==> src/rtl/tlc_light_monitor_pkg.sv <==
// Shared light package: signal-head colour type, head indices, allowed
// non-red sets and the monitor's fault codes.
// Ports: none (package).
package tlc_light_monitor_pkg;

  typedef enum logic [1:0] {
    RED    = 2'd0,
    YELLOW = 2'd1,
    GREEN  = 2'd2
  } colors;

  typedef enum logic [2:0] {
    FC_NONE      = 3'd0,
    FC_CONFLICT  = 3'd1,
    FC_ILLEGAL   = 3'd2,
    FC_YEL_LEN   = 3'd3,
    FC_CLEARANCE = 3'd4,
    FC_ENCODING  = 3'd5
  } fault_code_e;

  localparam int NUM_HEADS = 5;
  localparam int ES = 0;
  localparam int WS = 1;
  localparam int EL = 2;
  localparam int WL = 3;
  localparam int NS = 4;

  localparam logic [4:0] SET_ES_WS = 5'b00011;
  localparam logic [4:0] SET_ES_EL = 5'b00101;
  localparam logic [4:0] SET_WS_WL = 5'b01010;
  localparam logic [4:0] SET_EL_WL = 5'b01100;
  localparam logic [4:0] SET_NS    = 5'b10000;

  // A set of non-red heads is safe when it fits inside one allowed set.
  function automatic logic is_allowed(input logic [4:0] mask);
    return ((mask & ~SET_ES_WS) == 5'b0) || ((mask & ~SET_ES_EL) == 5'b0) ||
           ((mask & ~SET_WS_WL) == 5'b0) || ((mask & ~SET_EL_WL) == 5'b0) ||
           ((mask & ~SET_NS)    == 5'b0);
  endfunction

endpackage

==> src/rtl/tlc_light_monitor_if.sv <==
// Bundle between the controller side (master) and the safety monitor (slave).
// Master drives the five heads and clr_fault; slave returns fault status.
// Ports: e/w_str_light, e/w_left_light, ns_light, clr_fault, fault, fault_code, fault_heads, viol_cnt.
interface tlc_light_monitor_if #(parameter int CNT_W = 8);
  import tlc_light_monitor_pkg::*;

  colors             e_str_light;
  colors             w_str_light;
  colors             e_left_light;
  colors             w_left_light;
  colors             ns_light;
  logic              clr_fault;
  logic              fault;
  logic [2:0]        fault_code;
  logic [4:0]        fault_heads;
  logic [CNT_W-1:0]  viol_cnt;

  modport master (
    output e_str_light, w_str_light, e_left_light, w_left_light, ns_light, clr_fault,
    input  fault, fault_code, fault_heads, viol_cnt
  );

  modport slave (
    input  e_str_light, w_str_light, e_left_light, w_left_light, ns_light, clr_fault,
    output fault, fault_code, fault_heads, viol_cnt
  );

endinterface

==> src/rtl/tlc_light_monitor_head_tracker.sv <==
// Per-head history: previous colour and consecutive-yellow count, with flags.
// Latency: flags are combinational from the current sample and the history.
// Backpressure: none; samples every cycle.
// Ports: clk, reset, cur (head colour) -> enc_bad, non_red, illegal, yel_len, new_green.
module tlc_head_tracker
  import tlc_light_monitor_pkg::*;
#(
  parameter int YEL_CYCLES = 2
) (
  input  logic  clk,
  input  logic  reset,
  input  colors cur,
  output logic  enc_bad,
  output logic  non_red,
  output logic  illegal,
  output logic  yel_len,
  output logic  new_green
);

  localparam int YW = $clog2(YEL_CYCLES + 2);
  localparam logic [YW-1:0] Y_LIM = YW'(YEL_CYCLES);
  localparam logic [YW-1:0] Y_SAT = YW'(YEL_CYCLES + 1);

  colors          prev;
  colors          eff;
  logic [YW-1:0]  ycnt;

  always_comb begin
    enc_bad   = (cur != RED) && (cur != YELLOW) && (cur != GREEN);
    // An undecodable head is tracked as red so history stays well-formed.
    eff       = enc_bad ? RED : cur;
    non_red   = (eff != RED);
    illegal   = ((prev == RED)    && (eff == YELLOW)) ||
                ((prev == YELLOW) && (eff == GREEN))  ||
                ((prev == GREEN)  && (eff == RED));
    // ycnt counts yellows before this sample: overrun or a run cut short.
    yel_len   = ((eff == YELLOW) && (ycnt == Y_LIM)) ||
                ((prev == YELLOW) && (eff == RED) && (ycnt < Y_LIM));
    new_green = (prev == RED) && (eff == GREEN);
  end

  always_ff @(posedge clk) begin
    if (reset) begin
      prev <= RED;
      ycnt <= '0;
    end else begin
      prev <= eff;
      if (eff != YELLOW)    ycnt <= '0;
      else if (ycnt != Y_SAT) ycnt <= ycnt + 1'b1;
    end
  end

endmodule

==> src/rtl/tlc_light_monitor.sv <==
// Safety monitor for the five signal heads; sticky fault forces flashing red.
// Latency: one cycle from sampled heads to registered fault outputs.
// Backpressure: none; observes every cycle, never stalls the controller.
// Ports: clk, reset, mon (slave: heads + clr_fault in, fault/fault_code/fault_heads/viol_cnt out).
module tlc_light_monitor
  import tlc_light_monitor_pkg::*;
#(
  parameter int YEL_CYCLES = 2,
  parameter int ALLRED_MIN = 1,
  parameter int CNT_W      = 8
) (
  input  logic                 clk,
  input  logic                 reset,
  tlc_light_monitor_if.slave   mon
);

  localparam logic [3:0] AR_MIN = 4'(ALLRED_MIN);

  colors       heads [NUM_HEADS];
  logic [4:0]  enc_bad, non_red, illegal, yel_len, new_green;
  logic        conflict, all_red, ar_ok, any_viol;
  logic [4:0]  clr_mask;
  fault_code_e win_code;
  logic [4:0]  win_mask;

  logic [3:0]        arcnt;
  logic              fault_q;
  fault_code_e       code_q;
  logic [4:0]        heads_q;
  logic [CNT_W-1:0]  cnt_q;

  assign heads[ES] = mon.e_str_light;
  assign heads[WS] = mon.w_str_light;
  assign heads[EL] = mon.e_left_light;
  assign heads[WL] = mon.w_left_light;
  assign heads[NS] = mon.ns_light;

  for (genvar i = 0; i < NUM_HEADS; i++) begin : g_head
    tlc_head_tracker #(.YEL_CYCLES(YEL_CYCLES)) u_trk (
      .clk       (clk),
      .reset     (reset),
      .cur       (heads[i]),
      .enc_bad   (enc_bad[i]),
      .non_red   (non_red[i]),
      .illegal   (illegal[i]),
      .yel_len   (yel_len[i]),
      .new_green (new_green[i])
    );
  end

  always_comb begin
    conflict = !is_allowed(non_red);
    all_red  = (non_red == 5'b0);
    // arcnt != 0 means the previous sample was all red, even if ALLRED_MIN is 0.
    ar_ok    = (arcnt != 4'd0) && (arcnt >= AR_MIN);
    clr_mask = ar_ok ? 5'b0 : new_green;

    win_code = FC_NONE;
    win_mask = 5'b0;
    if (|enc_bad) begin
      win_code = FC_ENCODING;  win_mask = enc_bad;
    end else if (conflict) begin
      win_code = FC_CONFLICT;  win_mask = non_red;
    end else if (|illegal) begin
      win_code = FC_ILLEGAL;   win_mask = illegal;
    end else if (|yel_len) begin
      win_code = FC_YEL_LEN;   win_mask = yel_len;
    end else if (|clr_mask) begin
      win_code = FC_CLEARANCE; win_mask = clr_mask;
    end
    any_viol = (win_code != FC_NONE);
  end

  always_ff @(posedge clk) begin
    if (reset) begin
      arcnt   <= 4'd0;
      fault_q <= 1'b0;
      code_q  <= FC_NONE;
      heads_q <= 5'b0;
      cnt_q   <= '0;
    end else begin
      if (!all_red)             arcnt <= 4'd0;
      else if (arcnt != 4'd15)  arcnt <= arcnt + 4'd1;

      if (any_viol && (cnt_q != '1)) cnt_q <= cnt_q + 1'b1;

      // Only the first violation is captured; a clear needs a clean all-red cycle.
      if (any_viol) begin
        if (!fault_q) begin
          fault_q <= 1'b1;
          code_q  <= win_code;
          heads_q <= win_mask;
        end
      end else if (mon.clr_fault && all_red) begin
        fault_q <= 1'b0;
        code_q  <= FC_NONE;
        heads_q <= 5'b0;
      end
    end
  end

  assign mon.fault       = fault_q;
  assign mon.fault_code  = code_q;
  assign mon.fault_heads = heads_q;
  assign mon.viol_cnt    = cnt_q;

endmodule

==> src/flat_wrapper.sv <==
// flat-port wrapper written by rule: the top's interface ports become plain ports
module tlc_light_monitor_flat import tlc_light_monitor_pkg::*;
#(
  parameter int YEL_CYCLES = 2,
  parameter int ALLRED_MIN = 1,
  parameter int CNT_W      = 8
)
  (clk, reset, mon_e_str_light, mon_w_str_light, mon_e_left_light, mon_w_left_light, mon_ns_light, mon_clr_fault, mon_fault, mon_fault_code, mon_fault_heads, mon_viol_cnt);
  tlc_light_monitor_if #(.CNT_W(CNT_W)) mon_i ();
  input  logic clk;
  input  logic reset;
  input wire logic [$bits(mon_i.e_str_light)-1:0] mon_e_str_light;
  input wire logic [$bits(mon_i.w_str_light)-1:0] mon_w_str_light;
  input wire logic [$bits(mon_i.e_left_light)-1:0] mon_e_left_light;
  input wire logic [$bits(mon_i.w_left_light)-1:0] mon_w_left_light;
  input wire logic [$bits(mon_i.ns_light)-1:0] mon_ns_light;
  input wire logic [$bits(mon_i.clr_fault)-1:0] mon_clr_fault;
  output wire logic [$bits(mon_i.fault)-1:0] mon_fault;
  output wire logic [$bits(mon_i.fault_code)-1:0] mon_fault_code;
  output wire logic [$bits(mon_i.fault_heads)-1:0] mon_fault_heads;
  output wire logic [$bits(mon_i.viol_cnt)-1:0] mon_viol_cnt;
  assign mon_i.e_str_light = mon_e_str_light;
  assign mon_i.w_str_light = mon_w_str_light;
  assign mon_i.e_left_light = mon_e_left_light;
  assign mon_i.w_left_light = mon_w_left_light;
  assign mon_i.ns_light = mon_ns_light;
  assign mon_i.clr_fault = mon_clr_fault;
  assign mon_fault = mon_i.fault;
  assign mon_fault_code = mon_i.fault_code;
  assign mon_fault_heads = mon_i.fault_heads;
  assign mon_viol_cnt = mon_i.viol_cnt;
  tlc_light_monitor #(.YEL_CYCLES(YEL_CYCLES), .ALLRED_MIN(ALLRED_MIN), .CNT_W(CNT_W)) u_core (.clk(clk), .reset(reset), .mon(mon_i));
endmodule
==> config.mk <==
export PLATFORM = sky130hd
export DESIGN_NAME = tlc_light_monitor_flat
export DESIGN_NICKNAME = d
export VERILOG_FILES = /design/src/rtl/tlc_light_monitor_pkg.sv /design/src/rtl/tlc_light_monitor_if.sv /design/src/rtl/tlc_light_monitor_head_tracker.sv /design/src/rtl/tlc_light_monitor.sv /design/src/flat_wrapper.sv
export SDC_FILE = /design/constraint.sdc
export NUM_CORES = 1
export LEC_CHECK = 0
export CAP_MARGIN = 20
export CORE_ASPECT_RATIO = 0.9
export CORE_MARGIN = 2
export CORE_UTILIZATION = 51
export CTS_BUF_LIST = sky130_fd_sc_hd__clkbuf_8 sky130_fd_sc_hd__clkbuf_16
export DETAILED_ROUTE_END_ITERATION = 10
export PLACE_DENSITY = 0.85
export SYNTH_ARGS = -nofsm -noshare
export SYNTH_HDL_FRONTEND = slang
export SYNTH_SLANG_ARGS = --single-unit
==> constraint.sdc <==
create_clock -name clk -period 2.9 [get_ports clk]
set_input_delay 0.435 -clock clk [delete_from_list [all_inputs] [get_ports clk]]
set_output_delay 0.435 -clock clk [all_outputs]
set_load 0.05 [all_outputs]
---- Word-level counts from Yosys, hierarchy flattened ----
Index checks and enable logic that the tools add are counted.
word-level totals
  register bits after elaboration ......... 41
  input port bits ......................... 13
  logic and storage cells ................. 208
cells by class
  $add $sub $neg .......................... 7
  magnitude comparators ................... 6
  equality and inequality tests ........... 48
  muxes and demuxes ....................... 24
  bitwise operators ....................... 1
  reductions and logical operators ........ 107
operators by type and width
  operator             number
  $logic_and 1x1->1    48
  $mux 5               9
  $eq 2x2->1 const B   15
  $logic_not 5->1      6
  $mux 3               8
  $ne 2x2->1 const B   11
  $reduce_bool 2->1    11
  $eq 2x1->1 const B   10
  $logic_not 2->1      10
  $ne 2x1->1 const B   10
  $reduce_or 5->1      4
  $logic_or 1x1->1     19
  $reduce_or 2->1      6
  $add 2x1->2 const B  5
  $lt 2x2->1 const B   5
  $mux 2               5
  $add 8x1->8 const B  1
  $ne 8x8->1 const B   1
  $add 4x1->4 const B  1
  $ge 4x1->1 const B   1
  $ne 4x4->1 const B   1
  $reduce_bool 4->1    1
  $reduce_bool 3->1    1
  $mux 1               2
  2 further kinds      2

---- Longest topological paths before layout ----
  depth after elaboration ................. 16
  depth in mapped cells ................... 9
  mapped depth without buffers ............ 8

---- Modules after synthesis ----
Synthesis repeated with hierarchy kept, for this count alone.
second synthesis, totals
  cells, all modules ...................... 303
  area, all modules ....................... 2762.6 um^2
by module, submodules not included
  module             times used  cells an instance  area an instance (um^2)  seq. area each (um^2)
  tlc_head_tracker   5           30                 282.8                    80.1
  tlc_light_monitor  1           153                1348.8                   420.4

---- Worst setup path after synthesis ----
OpenSTA, ideal clock, no wires.
  path kind ............................... input port to flip-flop
  start ................................... in mon_w_str_light[0]
  end ..................................... reg u_core.code_q[2], in the netlist u_core.mon.fault_code[2]
  library setup time ...................... 0.121 ns
  arrival ................................. 3.056 ns
  path slack .............................. -0.277 ns
  stages .................................. 8
  buffers on the path ..................... 0
  cell sequence ........................... inv_1 ha_1 nor4bb_1 a2111o_1 or4_4 or4_4 a21oi_4 mux2_4
between the ends
  cells in the longest elaborated chain, start to end .. 16
ends and longest elaborated chain
  item                                                              line                                                                        text
  from (decl)                                                       flat_wrapper.sv:13                                                          input wire logic [$bits(mon_i.w_str_light)-1:0] mon_w_str_light;
  $ne 2x1->1 or $reduce_bool 2->1 (tied branches)                   tlc_light_monitor_head_tracker.sv:29                                        enc_bad = (cur != RED) && (cur != YELLOW) && (cur != GREEN);
  $logic_and 1x1->1 (2 in series)                                   tlc_light_monitor_head_tracker.sv:29
  $mux 2                                                            tlc_light_monitor_head_tracker.sv:31                                        eff = enc_bad ? RED : cur;
  $eq 2x2->1 or $logic_not 2->1 (tied branches)                     -
  $logic_and 1x1->1 (on tied branches)                              tlc_light_monitor_head_tracker.sv:39, tlc_light_monitor_head_tracker.sv:38
  $mux 5 or $logic_and 1x1->1 (tied branches)                       tlc_light_monitor.sv:56, tlc_light_monitor_head_tracker.sv:38
  $reduce_or 5->1 or $logic_or 1x1->1 (tied branches)               tlc_light_monitor.sv:68, tlc_light_monitor_head_tracker.sv:37
  $mux 3 or $reduce_or 5->1 (tied branches)                         tlc_light_monitor.sv:68, tlc_light_monitor.sv:66
  $mux 3                                                            tlc_light_monitor.sv:66                                                     end else if (|yel_len) begin
  $mux 3                                                            tlc_light_monitor.sv:64                                                     end else if (|illegal) begin
  $mux 3                                                            tlc_light_monitor.sv:62                                                     end else if (conflict) begin
  $mux 3                                                            tlc_light_monitor.sv:60                                                     if (|enc_bad) begin
  $reduce_bool 3->1                                                 tlc_light_monitor.sv:71                                                     any_viol = (win_code != FC_NONE);
  $ne 2x2->1 (no source line) or $reduce_bool 2->1 (tied branches)  -
  $reduce_and 2->1 (no source line)                                 -
  to (signal assigned)                                              tlc_light_monitor.sv:91                                                     code_q <= win_code;
  to (decl)                                                         tlc_light_monitor.sv:28                                                     fault_code_e code_q;
Several ways; a longest one is shown, not always the timed one. The select of a mux whose other input is x is not followed.
A chain may end at the register's enable or synchronous reset.

---- Final worst setup path ----
  start ................................... in mon_w_left_light[0]
  end ..................................... reg u_core.code_q[2], in the netlist u_core.mon.fault_code[2]
between the ends
  cells in the longest elaborated chain, start to end .. 16
ends and longest elaborated chain
  item                                                              line                                                                        text
  from (decl)                                                       flat_wrapper.sv:15                                                          input wire logic [$bits(mon_i.w_left_light)-1:0] mon_w_left_light;
  $ne 2x1->1 or $reduce_bool 2->1 (tied branches)                   tlc_light_monitor_head_tracker.sv:29
  $logic_and 1x1->1 (2 in series)                                   tlc_light_monitor_head_tracker.sv:29
  $mux 2                                                            tlc_light_monitor_head_tracker.sv:31
  $eq 2x2->1 or $logic_not 2->1 (tied branches)                     -
  $logic_and 1x1->1 (on tied branches)                              tlc_light_monitor_head_tracker.sv:39, tlc_light_monitor_head_tracker.sv:38
  $mux 5 or $logic_and 1x1->1 (tied branches)                       tlc_light_monitor.sv:56, tlc_light_monitor_head_tracker.sv:38
  $reduce_or 5->1 or $logic_or 1x1->1 (tied branches)               tlc_light_monitor.sv:68, tlc_light_monitor_head_tracker.sv:37
  $mux 3 or $reduce_or 5->1 (tied branches)                         tlc_light_monitor.sv:68, tlc_light_monitor.sv:66
  $mux 3                                                            tlc_light_monitor.sv:66
  $mux 3                                                            tlc_light_monitor.sv:64
  $mux 3                                                            tlc_light_monitor.sv:62
  $mux 3                                                            tlc_light_monitor.sv:60
  $reduce_bool 3->1                                                 tlc_light_monitor.sv:71
  $ne 2x2->1 (no source line) or $reduce_bool 2->1 (tied branches)  -
  $reduce_and 2->1 (no source line)                                 -
Several ways; a longest one is shown, not always the timed one. The select of a mux whose other input is x is not followed.

==> impl_results.md <==
* Max-slew violations at 0
* Number of nets in the finished design at about 470
* Worst slew slack as a fraction of its limit at 0.663
* Total wirelength of the detailed-routed design at approximately 7400 um
* Number of storage elements in the synthesis netlist at 41
* CTS tree: yes
* Post-Syn Area at between 2000 and 3000 sq um
* Number of placed cells counting well taps at approximately 470
* Vias per std cell at just under 6
* Vias post-DR at 2788
* Overflow left after global routing at 0
* Last weighted congestion value of the routability-driven placer at 0.957
* Outcome: finished clean
* Root buffer cell: clkbuf_8
* HPWL after detailed placement at roughly 5800 um
* Buffering stage count on the worst path with inverters included at 1
* Async SR Flop Fraction at 0
* Sort of element at the end of the critical path: register
* GR Util met1 at 0.323
* Leakage power of the design at ~0.0017 uW
* Met3 demand-to-capacity share in global routing at 0.0504
* Maximum number of pins on one net before global-route repair at 23
* Worst path cell trace: dlygate4sd2_1, ha_1, or4_1, a211oi_2, nand4_1, or4_4, a21oi_4, mux2_4
* Data required time at the worst endpoint at a little over 3 ns
* Path category of the worst min-delay check: reg2reg
* Kind of start point of the critical path: input pin
* Number of standard-cell rows in the floorplan at 25
* Fraction of the cycle the final worst path needs at 0.983
* Register area share after synthesis at 0.298
* Largest stage delay on the critical path at ~0.61 ns
* Effective utilization at floorplan at 0.527
* Total power per unit cell area at approximately 370 nW/um^2
* Endpoints failing hold at 0
* Largest clock skew in the final design at between 0.01 and 0.015 ns
* Antenna diode instance count at 0
* Met2 track utilization from global routing at 0.457
* PnR worst setup slack at 0.0479 ns
* Pre-CTS setup slack at -0.439 ns
* Number of buffers created by CTS at 5
* Count of fill cells added during filler insertion at 408
* Routed wirelength normalized by instance count at 15.4 um
* Number of max-capacitance violations reported at 0
* Synth Warn # at 0
* # IOs at 30
* Min cycle time layout at between 2 and 3 ns
* Cell count after synthesis at between 300 and 400
* Achievable Freq at 0.351 GHz
* Remaining antenna violation count at 0
* Finish-stage setup viols at 0
* Transition time of the tightest slew-check pin at roughly 0.50 ns
* Drt pass-1 iters at 4
* IR drop worst, VDD at 0.000237 V
* Worst Path Max Fanout at 3
* Layer with the highest usage: met2
* Global-route usage over all layers at 0.257
* Port bufs at 29
* CTS H-tree lvls at 2
* Floorplan die height at between 70 and 80 um
* Antenna violations before repair at 0
* Post-synth net total at around 360
* Classification of the worst setup path: in2reg
* Area of the core at approximately 5200 sq um
* Wire length of the first global-routing pass at between 10000 and 15000 um
* Worst hold margin at about 0.48 ns
* Worst-case clock buffer depth at 2
* Ratio of cells with drive above 1 in the final layout at 0.264
* Most used flip-flop cell after synthesis: dfxtp_1
* CP top delay family: simple AND/OR/NAND/NOR gates
* Non-filler instance count after layout at between 400 and 500
* Mean Syn Cell Area at just under 9 sq um
* CTS sink count at between 40 and 50
* RSZ-0062 raised after global routing: true
* Initial detailed-routing violation count at 180
* Count of different cell masters after synthesis at 50
* Endpoint arrival time on the critical path at roughly 3.0 ns
* Overall die area at about 6000 sq um
* Number of enable flip-flop cells after synthesis at 0
* Vias in the first global route at roughly 2600
* Source-to-sink clock delay at the later pin of the worst-skew pair at a little under 0.3 ns
* Die Width at slightly above 80 um
* Area Overhead vs Synth at 37.5%
* Worst-path clk slew at 0.08 ns
* Slowest cell on the critical path: or4_4
* Post-route DRC at 0
state kept, by name (all words and copies together) (netlist names):
register                  flops
u_core.arcnt                  4
u_core.g_head.u_trk.prev     10
u_core.g_head.u_trk.ycnt     10
u_core.mon.fault              1
u_core.mon.fault_code         3
u_core.mon.fault_heads        5
u_core.mon.viol_cnt           8
timing repair:
item / CTS / global route
setup buffers: 2 / 3
setup endpoints to repair: 11 / 11
hold buffers: 0 / 0
pin swaps: 5 / 5
resized for setup: 20 / 6
cells in the final DEF, fill, tap and decap left out, types with 2 or more instances in the layout:
cell type | Yosys | final
buf_4 | 1 | 70
dfxtp_1 | 41 | 40
ha_1 | 38 | 35
nor2_1 | 28 | 28
clkdlybuf4s50_1 | 0 | 20
inv_1 | 21 | 19
a21oi_1 | 19 | 18
nand2_1 | 18 | 17
nand3_1 | 11 | 11
nor2b_1 | 11 | 11
o21ai_0 | 9 | 9
nor3b_1 | 8 | 8
mux2i_1 | 7 | 7
nand3b_1 | 7 | 7
nand4_1 | 7 | 7
nor4_1 | 7 | 7
or4_1 | 6 | 6
o31ai_1 | 6 | 6
xor2_1 | 5 | 5
clkbuf_8 | 0 | 5
nor4bb_1 | 4 | 4
o21a_1 | 4 | 4
o221a_2 | 4 | 4
o2111ai_1 | 4 | 4
and3_1 | 4 | 4
dlygate4sd2_1 | 0 | 4
a32o_2 | 3 | 3
ha_4 | 0 | 3
clkdlybuf4s15_2 | 0 | 3
inv_2 | 0 | 2
a21o_1 | 2 | 2
and2_1 | 2 | 2
or4_4 | 2 | 2
nor4_2 | 2 | 2
nor3_1 | 2 | 2
a41oi_1 | 2 | 2
a31oi_1 | 2 | 2
buf_6 | 0 | 2
power by group:
| group | internal (uW) | total [uW] | switching, uW |
|---|---|---|---|
| clock | 159 | 347 | 189 |
| combinational | 200 | 428 | 228 |
| sequential | 586 | 609 | 22.9 |
metal layers:
layer	routed length (um)	up-vias
li1	-	1364
met1	3340	1330
met2	3610	88
met3	375	6
met4	66	0
met5	0	-
logic make-up after synthesis:
group / Yosys count / share of synthesized area
AND/OR/NAND/NOR: 124 / 0.262
AO/OA/AOI/OAI: 68 / 0.179
flip-flops: 41 / 0.298
adder cells (fa/ha/maj): 38 / 0.173
buffers and inverters: 27 / 0.0382
multiplexers: 8 / 0.0309
XOR/XNOR: 6 / 0.0191
through the flow:
stage	util	instance area, sq um	setup TNS [ns]	power (uW)
after floorplan	-	2780	0	841
after global placement	0.695	3630	-3.93	1020
after detailed placement	0.695	3630	-5.49	1030
after CTS	0.716	3740	-0.00312	1380
after global routing	0.724	3780	-0.0989	1450
final	0.724	3780	0	1390
worst paths after layout:
path	start	to	slack, ns	cells past startpoint
min	u_core.mon.fault_code[0]	u_core.mon.fault_code[0]	0.48	2
min reg2reg	u_core.mon.fault_code[0]	u_core.mon.fault_code[0]	0.48	2
max reg2reg	u_core.g_head[4].u_trk.ycnt[0]	u_core.mon.viol_cnt[1]	0.17	11
max	mon_w_left_light[0]	u_core.mon.fault_code[2]	0.05	8
tightest hold or removal path, stage by stage (launching register included):
cell and delay (ns):
dfxtp_1 0.32, nand2_1 0.05, mux2i_1 0.06
cells in the mapped netlist (2+ instances only):
cell,count,area share
a211oi_1,2,0.0055
a21o_1,2,0.0055
a21oi_1,19,0.035
a31oi_1,2,0.0045
a32o_2,3,0.012
a41oi_1,2,0.0064
and2_1,2,0.0045
and3_1,4,0.0091
clkbuf_1,5,0.0068
dfxtp_1,41,0.30
ha_1,38,0.17
inv_1,21,0.029
mux2i_1,7,0.025
nand2_1,18,0.025
nand3_1,11,0.020
nand3b_1,7,0.019
nand4_1,7,0.016
nor2_1,28,0.038
nor2b_1,11,0.025
nor3_1,2,0.0036
nor3b_1,8,0.022
nor4_1,7,0.016
nor4_2,2,0.0091
nor4bb_1,4,0.015
o2111ai_1,4,0.013
o21a_1,4,0.011
o21ai_0,9,0.016
o221a_2,4,0.016
o221ai_1,2,0.0064
o31ai_1,6,0.016
or4_1,6,0.016
or4_4,2,0.0082
xor2_1,5,0.016
layout make-up:
| type | instances | area [sq um] | share of cell area |
|---|---|---|---|
| clock inverter | 1 | 5.00 | 0.00132 |
| sequential | 41 | 822 | 0.217 |
| tap | 67 | 83.8 | 0.0222 |
| multi-input combinational | 244 | 1880 | 0.498 |
| clock buffer | 5 | 68.8 | 0.0182 |
| timing repair buffer | 101 | 840 | 0.222 |
| inverter | 21 | 78.8 | 0.0208 |
(Power assumes the default switching activity.)
